## src/rtl/cpu_run_monitor.sv

```systemverilog
// cpu_run_monitor: run supervisor for the multicycle core (start gating, counting, halt/timeout, writeback signature).
// Define MEM_SIG_EN to also fold data-memory writes into the signature.
module cpu_run_monitor #(
    parameter int DATA_W      = 16,
    parameter int ADDR_W      = 16,
    parameter int REG_AW      = 3,
    parameter int CNT_W       = 32,
    parameter int MAX_CYCLES  = 1000,
    parameter int HALT_REPEAT = 3
) (
    input  logic              clk,
    input  logic              reset,
    input  logic              start,
    input  logic              fetch_valid,
    input  logic [ADDR_W-1:0] pc,
    input  logic              regwrite,
    input  logic [REG_AW-1:0] reg_waddr,
    input  logic [DATA_W-1:0] reg_wdata,
    input  logic              memwrite,
    input  logic [DATA_W-1:0] mem_addr,
    input  logic [DATA_W-1:0] mem_wdata,
    output logic              running,
    output logic              done,
    output logic              halted,
    output logic              timeout,
    output logic [CNT_W-1:0]  cycle_count,
    output logic [CNT_W-1:0]  instr_count,
    output logic [ADDR_W-1:0] last_pc,
    output logic [DATA_W-1:0] wb_signature
);
    typedef enum logic [1:0] {IDLE, RUN, HALTED, TIMEOUT} state_e;

    state_e            state_q, state_d;
    logic [CNT_W-1:0]  cyc_q, cyc_d, ins_q, ins_d, rep_q, rep_d;
    logic [ADDR_W-1:0] pc_q, pc_d;
    logic [DATA_W-1:0] sig_q, sig_d, reg_term, mem_term;
    logic              sig_en;
    logic              running_q, halted_q, timeout_q;

    function automatic logic [CNT_W-1:0] sat_inc(input logic [CNT_W-1:0] v);
        return (&v) ? v : v + 1'b1;
    endfunction

    function automatic logic [DATA_W-1:0] rotl1(input logic [DATA_W-1:0] v);
        return {v[DATA_W-2:0], v[DATA_W-1]};
    endfunction

    assign reg_term = regwrite ? (reg_wdata ^ DATA_W'(reg_waddr)) : '0;

`ifdef MEM_SIG_EN
    assign mem_term = memwrite ? (mem_addr ^ rotl1(mem_wdata)) : '0;
    assign sig_en   = regwrite | memwrite;
`else
    logic unused_mem;
    assign unused_mem = ^{memwrite, mem_addr, mem_wdata};
    assign mem_term   = '0;
    assign sig_en     = regwrite;
`endif

    always_comb begin
        state_d = state_q;
        cyc_d   = cyc_q;
        ins_d   = ins_q;
        rep_d   = rep_q;
        pc_d    = pc_q;
        sig_d   = sig_q;
        case (state_q)
            IDLE: begin
                if (start) begin
                    state_d = RUN;
                    cyc_d   = '0;
                    ins_d   = '0;
                    rep_d   = '0;
                    pc_d    = '0;
                    sig_d   = '0;
                end
            end
            RUN: begin
                cyc_d = sat_inc(cyc_q);
                // Repeat tracking only advances on real fetches, since the core idles between them.
                if (fetch_valid) begin
                    ins_d = sat_inc(ins_q);
                    pc_d  = pc;
                    rep_d = (pc == pc_q && ins_q != '0) ? sat_inc(rep_q) : CNT_W'(1);
                end
                if (sig_en) sig_d = rotl1(sig_q) ^ reg_term ^ mem_term;
                if (fetch_valid && rep_d == CNT_W'(HALT_REPEAT))
                    state_d = HALTED;
                else if (cyc_q == CNT_W'(MAX_CYCLES - 1))
                    state_d = TIMEOUT;
            end
            default: ;
        endcase
    end

    always_ff @(posedge clk or posedge reset) begin
        if (reset) begin
            state_q   <= IDLE;
            cyc_q     <= '0;
            ins_q     <= '0;
            rep_q     <= '0;
            pc_q      <= '0;
            sig_q     <= '0;
            running_q <= 1'b0;
            halted_q  <= 1'b0;
            timeout_q <= 1'b0;
        end else begin
            state_q   <= state_d;
            cyc_q     <= cyc_d;
            ins_q     <= ins_d;
            rep_q     <= rep_d;
            pc_q      <= pc_d;
            sig_q     <= sig_d;
            running_q <= state_d == RUN;
            halted_q  <= state_d == HALTED;
            timeout_q <= state_d == TIMEOUT;
        end
    end

    assign running      = running_q;
    assign halted       = halted_q;
    assign timeout      = timeout_q;
    assign done         = halted_q | timeout_q;
    assign cycle_count  = cyc_q;
    assign instr_count  = ins_q;
    assign last_pc      = pc_q;
    assign wb_signature = sig_q;
endmodule

```

## config.mk

```make
export PLATFORM = sky130hd
export DESIGN_NAME = cpu_run_monitor
export DESIGN_NICKNAME = d
export VERILOG_FILES = /design/src/rtl/cpu_run_monitor.sv
export SDC_FILE = /design/constraint.sdc
export NUM_CORES = 1
export LEC_CHECK = 0
export ABC_AREA = 1
export CELL_PAD_IN_SITES_DETAIL_PLACEMENT = 0
export CELL_PAD_IN_SITES_GLOBAL_PLACEMENT = 1
export CORE_ASPECT_RATIO = 1.75
export CORE_UTILIZATION = 34
export DETAILED_ROUTE_END_ITERATION = 8
export GPL_TIMING_DRIVEN = 0
export PLACE_DENSITY = 0.86
export SKIP_LAST_GASP = 1
export SLEW_MARGIN = 25
export SYNTH_ARGS = -nofsm -noshare
export SYNTH_HDL_FRONTEND = slang
export SYNTH_SLANG_ARGS = --single-unit
```

## constraint.sdc

```tcl
create_clock -name clk -period 4.6 [get_ports clk]
set_clock_uncertainty 0.1 [all_clocks]
set_input_delay 0.69 -clock clk [delete_from_list [all_inputs] [get_ports clk]]
set_output_delay 0.69 -clock clk [all_outputs]
set_load 0.01 [all_outputs]
```

==> results of run 1 <==
kinds of logic after synthesis:
| kind of cell | synth area share [%] |
|---|---|
| AOI/OAI and AO/OA | 12.9 |
| xor gates and xnor gates | 2.94 |
| adders and majority gates | 0.580 |
| buffers and inverters | 10.2 |
| DFF | 38.6 |
| and+or+nand+nor | 34.8 |
power by group:
part	leakage (nW)	switching [mW]	total, mW	internal [mW]
combinational	3.39	0.129	0.221	0.0921
clock	0.289	0.522	1.42	0.900
sequential	1.47	0.0229	1.21	1.19
worst register-to-register path, cell delays in order (launching register included):
cell and delay, ns:
dfrtp_1 0.46, inv_1 0.08, nand2_1 0.05, nor2_1 0.15, nand2_1 0.11, nor2_1 0.16, nand2_1 0.13, nand3_2 0.15
nand2_4 0.13, buf_2 0.26, nand3_1 0.14, nand2_1 0.06, nor2_1 0.16, nand2_1 0.12, nor2_2 0.17, nand3_2 0.11
nand2_1 0.09, nor2_1 0.07
through the flow:
stage,instance area [µm²],util [%]
floorplan,8630,-
global placement,10400,41.9
detailed placement,10400,42.1
CTS,11000,44.4
global route,11000,44.4
finish,11000,44.4
state kept, by name, summed over array words and instances, names as in the netlist:
name / cells
rep_q: 32
last_pc: 16
halted: 1
state_q: 2
timeout: 1
wb_signature: 16
instr_count: 32
running: 1
cycle_count: 32
layout make-up:
class                           count  area (µm²)  area share [%]
Buffer                             33         163            1.47
Clock inverter                      4        95.1           0.862
Tap cell                          312         390            3.54
Timing Repair Buffer              139        1410            12.8
Multi-Input combinational cell    880        4420            40.1
Clock buffer                       25         495            4.49
Inverter                          191         726            6.58
Sequential cell                   133        3330            30.2
cells in the mapped netlist (5+ instances only):
master | instances | area share [%]
nor2_4 | 5 | 0.65
nand4_1 | 22 | 1.6
xor2_1 | 22 | 2.2
nor4_1 | 15 | 1.1
nand3_1 | 80 | 4.6
o211ai_1 | 13 | 1.1
o31ai_1 | 7 | 0.61
xnor2_1 | 7 | 0.71
nand2_2 | 10 | 0.72
dfrtp_1 | 133 | 39
clkbuf_1 | 19 | 0.83
inv_1 | 183 | 8.0
o22ai_1 | 53 | 3.8
buf_2 | 7 | 0.41
nor2_2 | 7 | 0.51
nand2_1 | 313 | 14
nor2_1 | 127 | 5.5
a21oi_1 | 37 | 2.1
nand3_2 | 15 | 1.7
inv_2 | 6 | 0.26
a31oi_1 | 7 | 0.51
o21ai_0 | 60 | 3.5
nor3_1 | 40 | 2.3
worst paths after layout:
path / endpoint
max: timeout
max reg2reg: timeout
min in group asynchronous: rep_q[15]
max in group asynchronous: cycle_count[12]
min reg2reg: cycle_count[3]
min: cycle_count[3]
metal layers:
layer / up-vias / GRT usage [%] / routed length, µm
met5: - / 0 / 0
met4: 0 / 14.6 / 1360
met3: 86 / 4.86 / 1310
met2: 237 / 42.6 / 15200
met1: 4172 / 23.8 / 10600
li1: 4382 / - / -
==> impl_metrics.toml, run 1 <==
[status]
status = "finished clean"

[placement]
placedCellCount = 1688
portBuffers = 138
gp_congestion = 0.923
hpwl_um = 21800
place_ws_ns = 1.20

[worst_setup_path]
critPathLaunchType = "input port"
cp_data_arrival_time_ns = 3.21
crit_top_cell = "nand2_1"
r2r_start = "instr_count[19]"
worstPathMaxFanout = 10
r2r.worst_path.cells = 17
path_delay_family = "simple AND/OR/NAND/NOR gates"
end_kind = "register"
path_buf_inv = 3
worstSetupPathType = "in -> reg"
path_depth = 18
crit_chain = "clkdlybuf4s50_1, inv_1, nand2_1, nand2_1, nor2_1, nand2_1, nor2_1, nand3_2, nand2_4, buf_2, nand3_1, nand2_1, nor2_1, nand2_1, nor2_2, nand3_2, nand2_1, nor2_1"
r2r_setup_slack_ns = 1.75
cp.required_ns = 4.83
max_stage_delay_ns = 0.49
worst_path_max_delay_cell = "clkdlybuf4s50_1"
cp-startpoint = "pc[12]"

[final_layout]
fin_nets = 1472
final_cell_count_no_fill = 1717
fillCellCount = 2569
final_cell_mix = "313 x nand2_1, 182 x inv_1, 138 x clkdlybuf4s50_1"
layout.cells.most_common = "nand2_1"
area_delta_synth_final_pct = 27.8
diodes = 0
drive_gt1_share_pct = 6.69

[cts]
clock-root-buffer = "clkbuf_16"
hold_buffers = 0
clock_latency_ns = 0.44
clk_pin_slew_ns = 0.06
cts_buffers = 17
cts.sinks = 133
cts_resized = 0
clockBufferDepth = 2
tritoncts = "done"
post-cts-setup-buffer-count = 0
htreeDepth = 4

[yosys]
synth.avg_cell_area_um2 = 6.98
ys_types = 50
synth_seq_area_share_pct = 38.6
async_reset_ff_share_pct = 100
synth-seq-cells = 133
netlist_area_mm2 = 0.00863
yosys_warnings = 0
syn_inst = 1237
synth_edf_count = 0
synth_nets = 1314
ys.flop_type = "dfrtp_1"

[timing]
setup_viol_count_final = 0
period_needed_ns = 2.98
drv_slew = 0
fmax_ghz = 0.336
setup_slack_ns = 1.62
whs_ns = 0.403
finalHoldViolCount = 0
slew_headroom_pct = 47.1
worst_pin_slew_ns = 0.793
tns_ns = 0
fin_crit_sh_pct = 64.8
rsz0062_at_grt = "no"

[detailed_routing]
drt_iter0_drc = 482
post-route-drc-count = 0
vias_per_cell = 5.17
wl_um = 28500
vias = 8877
first_pass_iters = 5
routedWlPerCell_um = 16.6
postRouteAntennaNets = 0

[grt]
grt_max_degree = 78
grt.overflow.total = 0
antenna_found_initial = 0
grt_pass1_wl_um = 46500
grt_pass1_vias = 9156
grt_usage_pct = 23.4

[flow_run]
maxCapViolations = 0

[min_path]
hold_path.class = "reg -> reg"
min_from = "cycle_count[3]"
holdPathStages = 1

[pwr]
total_power_mw = 2.86
power_density_mw_per_mm2 = 259
power.leakage_nw = 5.15
peakVddDrop_uv = 235

[floorplanning]
row_count = 76
dieArea_mm2 = 0.0261
io_pins = 173
core_mm2 = 0.0248
die_w_um = 122
initial_core_util_pct = 34.8
die-height_um = 213
Note: power is estimated with default switching activity, not from simulation.
==> run 2: changes to the inputs <==
--- a/config.mk
+++ b/config.mk
@@ -9,10 +9,10 @@
 export CELL_PAD_IN_SITES_DETAIL_PLACEMENT = 0
 export CELL_PAD_IN_SITES_GLOBAL_PLACEMENT = 1
 export CORE_ASPECT_RATIO = 1.75
-export CORE_UTILIZATION = 34
+export CORE_UTILIZATION = 37
 export DETAILED_ROUTE_END_ITERATION = 8
 export GPL_TIMING_DRIVEN = 0
-export PLACE_DENSITY = 0.86
+export PLACE_DENSITY = 0.89
 export SKIP_LAST_GASP = 1
 export SLEW_MARGIN = 25
 export SYNTH_ARGS = -nofsm -noshare
==> constraint.sdc (replaced) <==
create_clock -name clk -period 2.8 [get_ports clk]
set_clock_uncertainty 0.1 [all_clocks]
set_input_delay 0.42 -clock clk [delete_from_list [all_inputs] [get_ports clk]]
set_output_delay 0.42 -clock clk [all_outputs]
set_load 0.01 [all_outputs]
==> impl_metrics.toml, run 2 (same netlist as run 1, synthesis figures left out) <==
[grt]
antenna_found_initial = 0
grt_pass1_wl_um = 46600
grt_pass1_vias = 9376
grt_usage_pct = 24.7
grt.overflow.total = 0
grt_max_degree = 30

[placement]
hpwl_um = 21800
placed_area_mm2 = 0.0105
placedCellCount = 1680
portBuffers = 138
gp_congestion = 0.968

[pwr]
power_density_mw_per_mm2 = 422
power.leakage_nw = 5.23
peakVddDrop_uv = 375

[cts]
cts.sinks = 133
clockBufferDepth = 2
htreeDepth = 4
cts_buffers = 17
clk_pin_slew_ns = 0.06
clock-root-buffer = "clkbuf_16"
hold_buffers = 0
tritoncts = "done"
clock_latency_ns = 0.44

[final_layout]
diodes = 0
area_delta_synth_final_pct = 29.8
layout.cells.most_common = "nand2_1"
final_cell_count_no_fill = 1718
fin_nets = 1482
drive_gt1_share_pct = 8.25
seqCellArea_mm2 = 0.00333
postLayoutCellArea_mm2 = 0.0112
multi_input_area_mm2 = 0.00445
fillCellCount = 2375
final_cell_mix = "311 x nand2_1, 182 x inv_1, 138 x clkdlybuf4s50_1"

[worst_setup_path]
r2r.worst_path.cells = 17
worstPathMaxFanout = 5
r2r_start = "rep_q[0]"
cp_data_arrival_time_ns = 2.88
r2r-end = "timeout"
worst_path_max_delay_cell = "dfrtp_1"
cp.required_ns = 2.99
end_kind = "register"
crit_top_cell = "nand2_1"
critPathLaunchType = "register"
r2r_setup_slack_ns = 0.11
crit_chain = "ha_2, inv_2, nor2_4, nand3b_1, buf_4, inv_1, nand2_1, nor2_1, nand4_1, nand3_1, nand2_1, nor2_2, nand2_2, nor2_4, nand3_2, nand2_1, nor2_1"
max_stage_delay_ns = 0.42
worstSetupPathType = "reg -> reg"

[floorplanning]
row_count = 73
io_pins = 173
initial_core_util_pct = 37.8
die-height_um = 204
die_w_um = 117
core_mm2 = 0.0228
dieArea_mm2 = 0.0240

[timing]
finalHoldViolCount = 0
setup_viol_count_final = 0
worst_pin_slew_ns = 0.758
period_needed_ns = 2.69
rsz0062_at_grt = "yes"
fin_crit_sh_pct = 96.0
slew_headroom_pct = 49.5
tns_ns = 0
drv_slew = 0
fmax_ghz = 0.372

[status]
status = "finished clean"

[min_path]
hold_path.class = "in -> async"

[detailed_routing]
first_pass_iters = 6
routedWlPerCell_um = 16.4
postRouteAntennaNets = 0
wl_um = 28200
vias_per_cell = 5.27
vias = 9062
post-route-drc-count = 0
drt_iter0_drc = 427

[flow_run]
maxCapViolations = 0
[run 2: cell count changes in the layout (fill, tap and decap cells not counted), moves of 2 or more]
cell / previous run / this run
nor2_1: 127 / 123
buf_6: 3 / 5
clkinv_2: 2 / 5
buf_4: 2 / 8
buf_2: 7 / 4
buf_12: 0 / 3
nand2_2: 10 / 12
nand2_1: 313 / 311
clkinvlp_4: 0 / 4
nor2_2: 7 / 10
[run 2: worst max path at each step]
stage,to,cells past startpoint,startpoint
floorplan,timeout,15,rep_q[0]
global route,timeout,17,rep_q[0]
CTS,timeout,18,instr_count[0]
detailed placement,timeout,18,pc[12]
finish,timeout,17,rep_q[0]
global placement,cycle_count[25],2,reset
[run 2: critical path, delay by kind of cell (launching register included)]
kind / cells / cell delay, ns
flip-flops: 1 / 0.42
adder cells (fa/ha/maj): 1 / 0.27
AND/OR/NAND/NOR: 13 / 1.43
buffers and inverters: 3 / 0.29
[run 2: metal layers]
| layer | track usage, % | up-vias | part of all wire (%) |
|---|---|---|---|
| li1 | - | 4412 | - |
| met1 | 24.8 | 4198 | 36 |
| met2 | 46.9 | 342 | 53 |
| met3 | 4.63 | 110 | 5.3 |
| met4 | 15.1 | 0 | 5.2 |
| met5 | 0 | - | 0 |
[run 2: what timing repair did]
item	4_1_cts	5_1_grt
resized for setup	2	15
endpoints found under the setup margin	2	19
pin swaps	0	2
setup buffers	1	5
[run 2: final cells by class]
cell class,count,share of cell area (%)
buffer,33,1.59
clock buffer,23,4.27
clock inverter,9,1.12
inverter,191,6.48
multi-input combinational,880,39.8
sequential,133,29.7
tap,300,3.35
timing repair buffer,149,13.8
[run 2: stage by stage]
| stage | hold slack, ns | setup WS, ns | total power [mW] | utilization, % |
|---|---|---|---|---|
| 3_5_place_dp | 0.382 | -0.411 | 2.41 | 46.0 |
| 2_1_floorplan | 0.415 | 0.599 | 2.23 | - |
| 4_1_cts | 0.265 | 0.00430 | 4.77 | 48.7 |
| 5_1_grt | 0.313 | -0.0697 | 4.90 | 49.1 |
| 6_report | 0.260 | 0.112 | 4.73 | 49.1 |
| 3_3_place_gp | 0.381 | -0.768 | 2.38 | 45.5 |
[run 2: power breakdown]
part / leakage [nW] / internal (mW) / switching [mW]
Combinational: 3.47 / 0.168 / 0.219
Clock: 0.293 / 1.46 / 0.885
Sequential: 1.47 / 1.96 / 0.0380
Total: 5.23 / 3.59 / 1.14
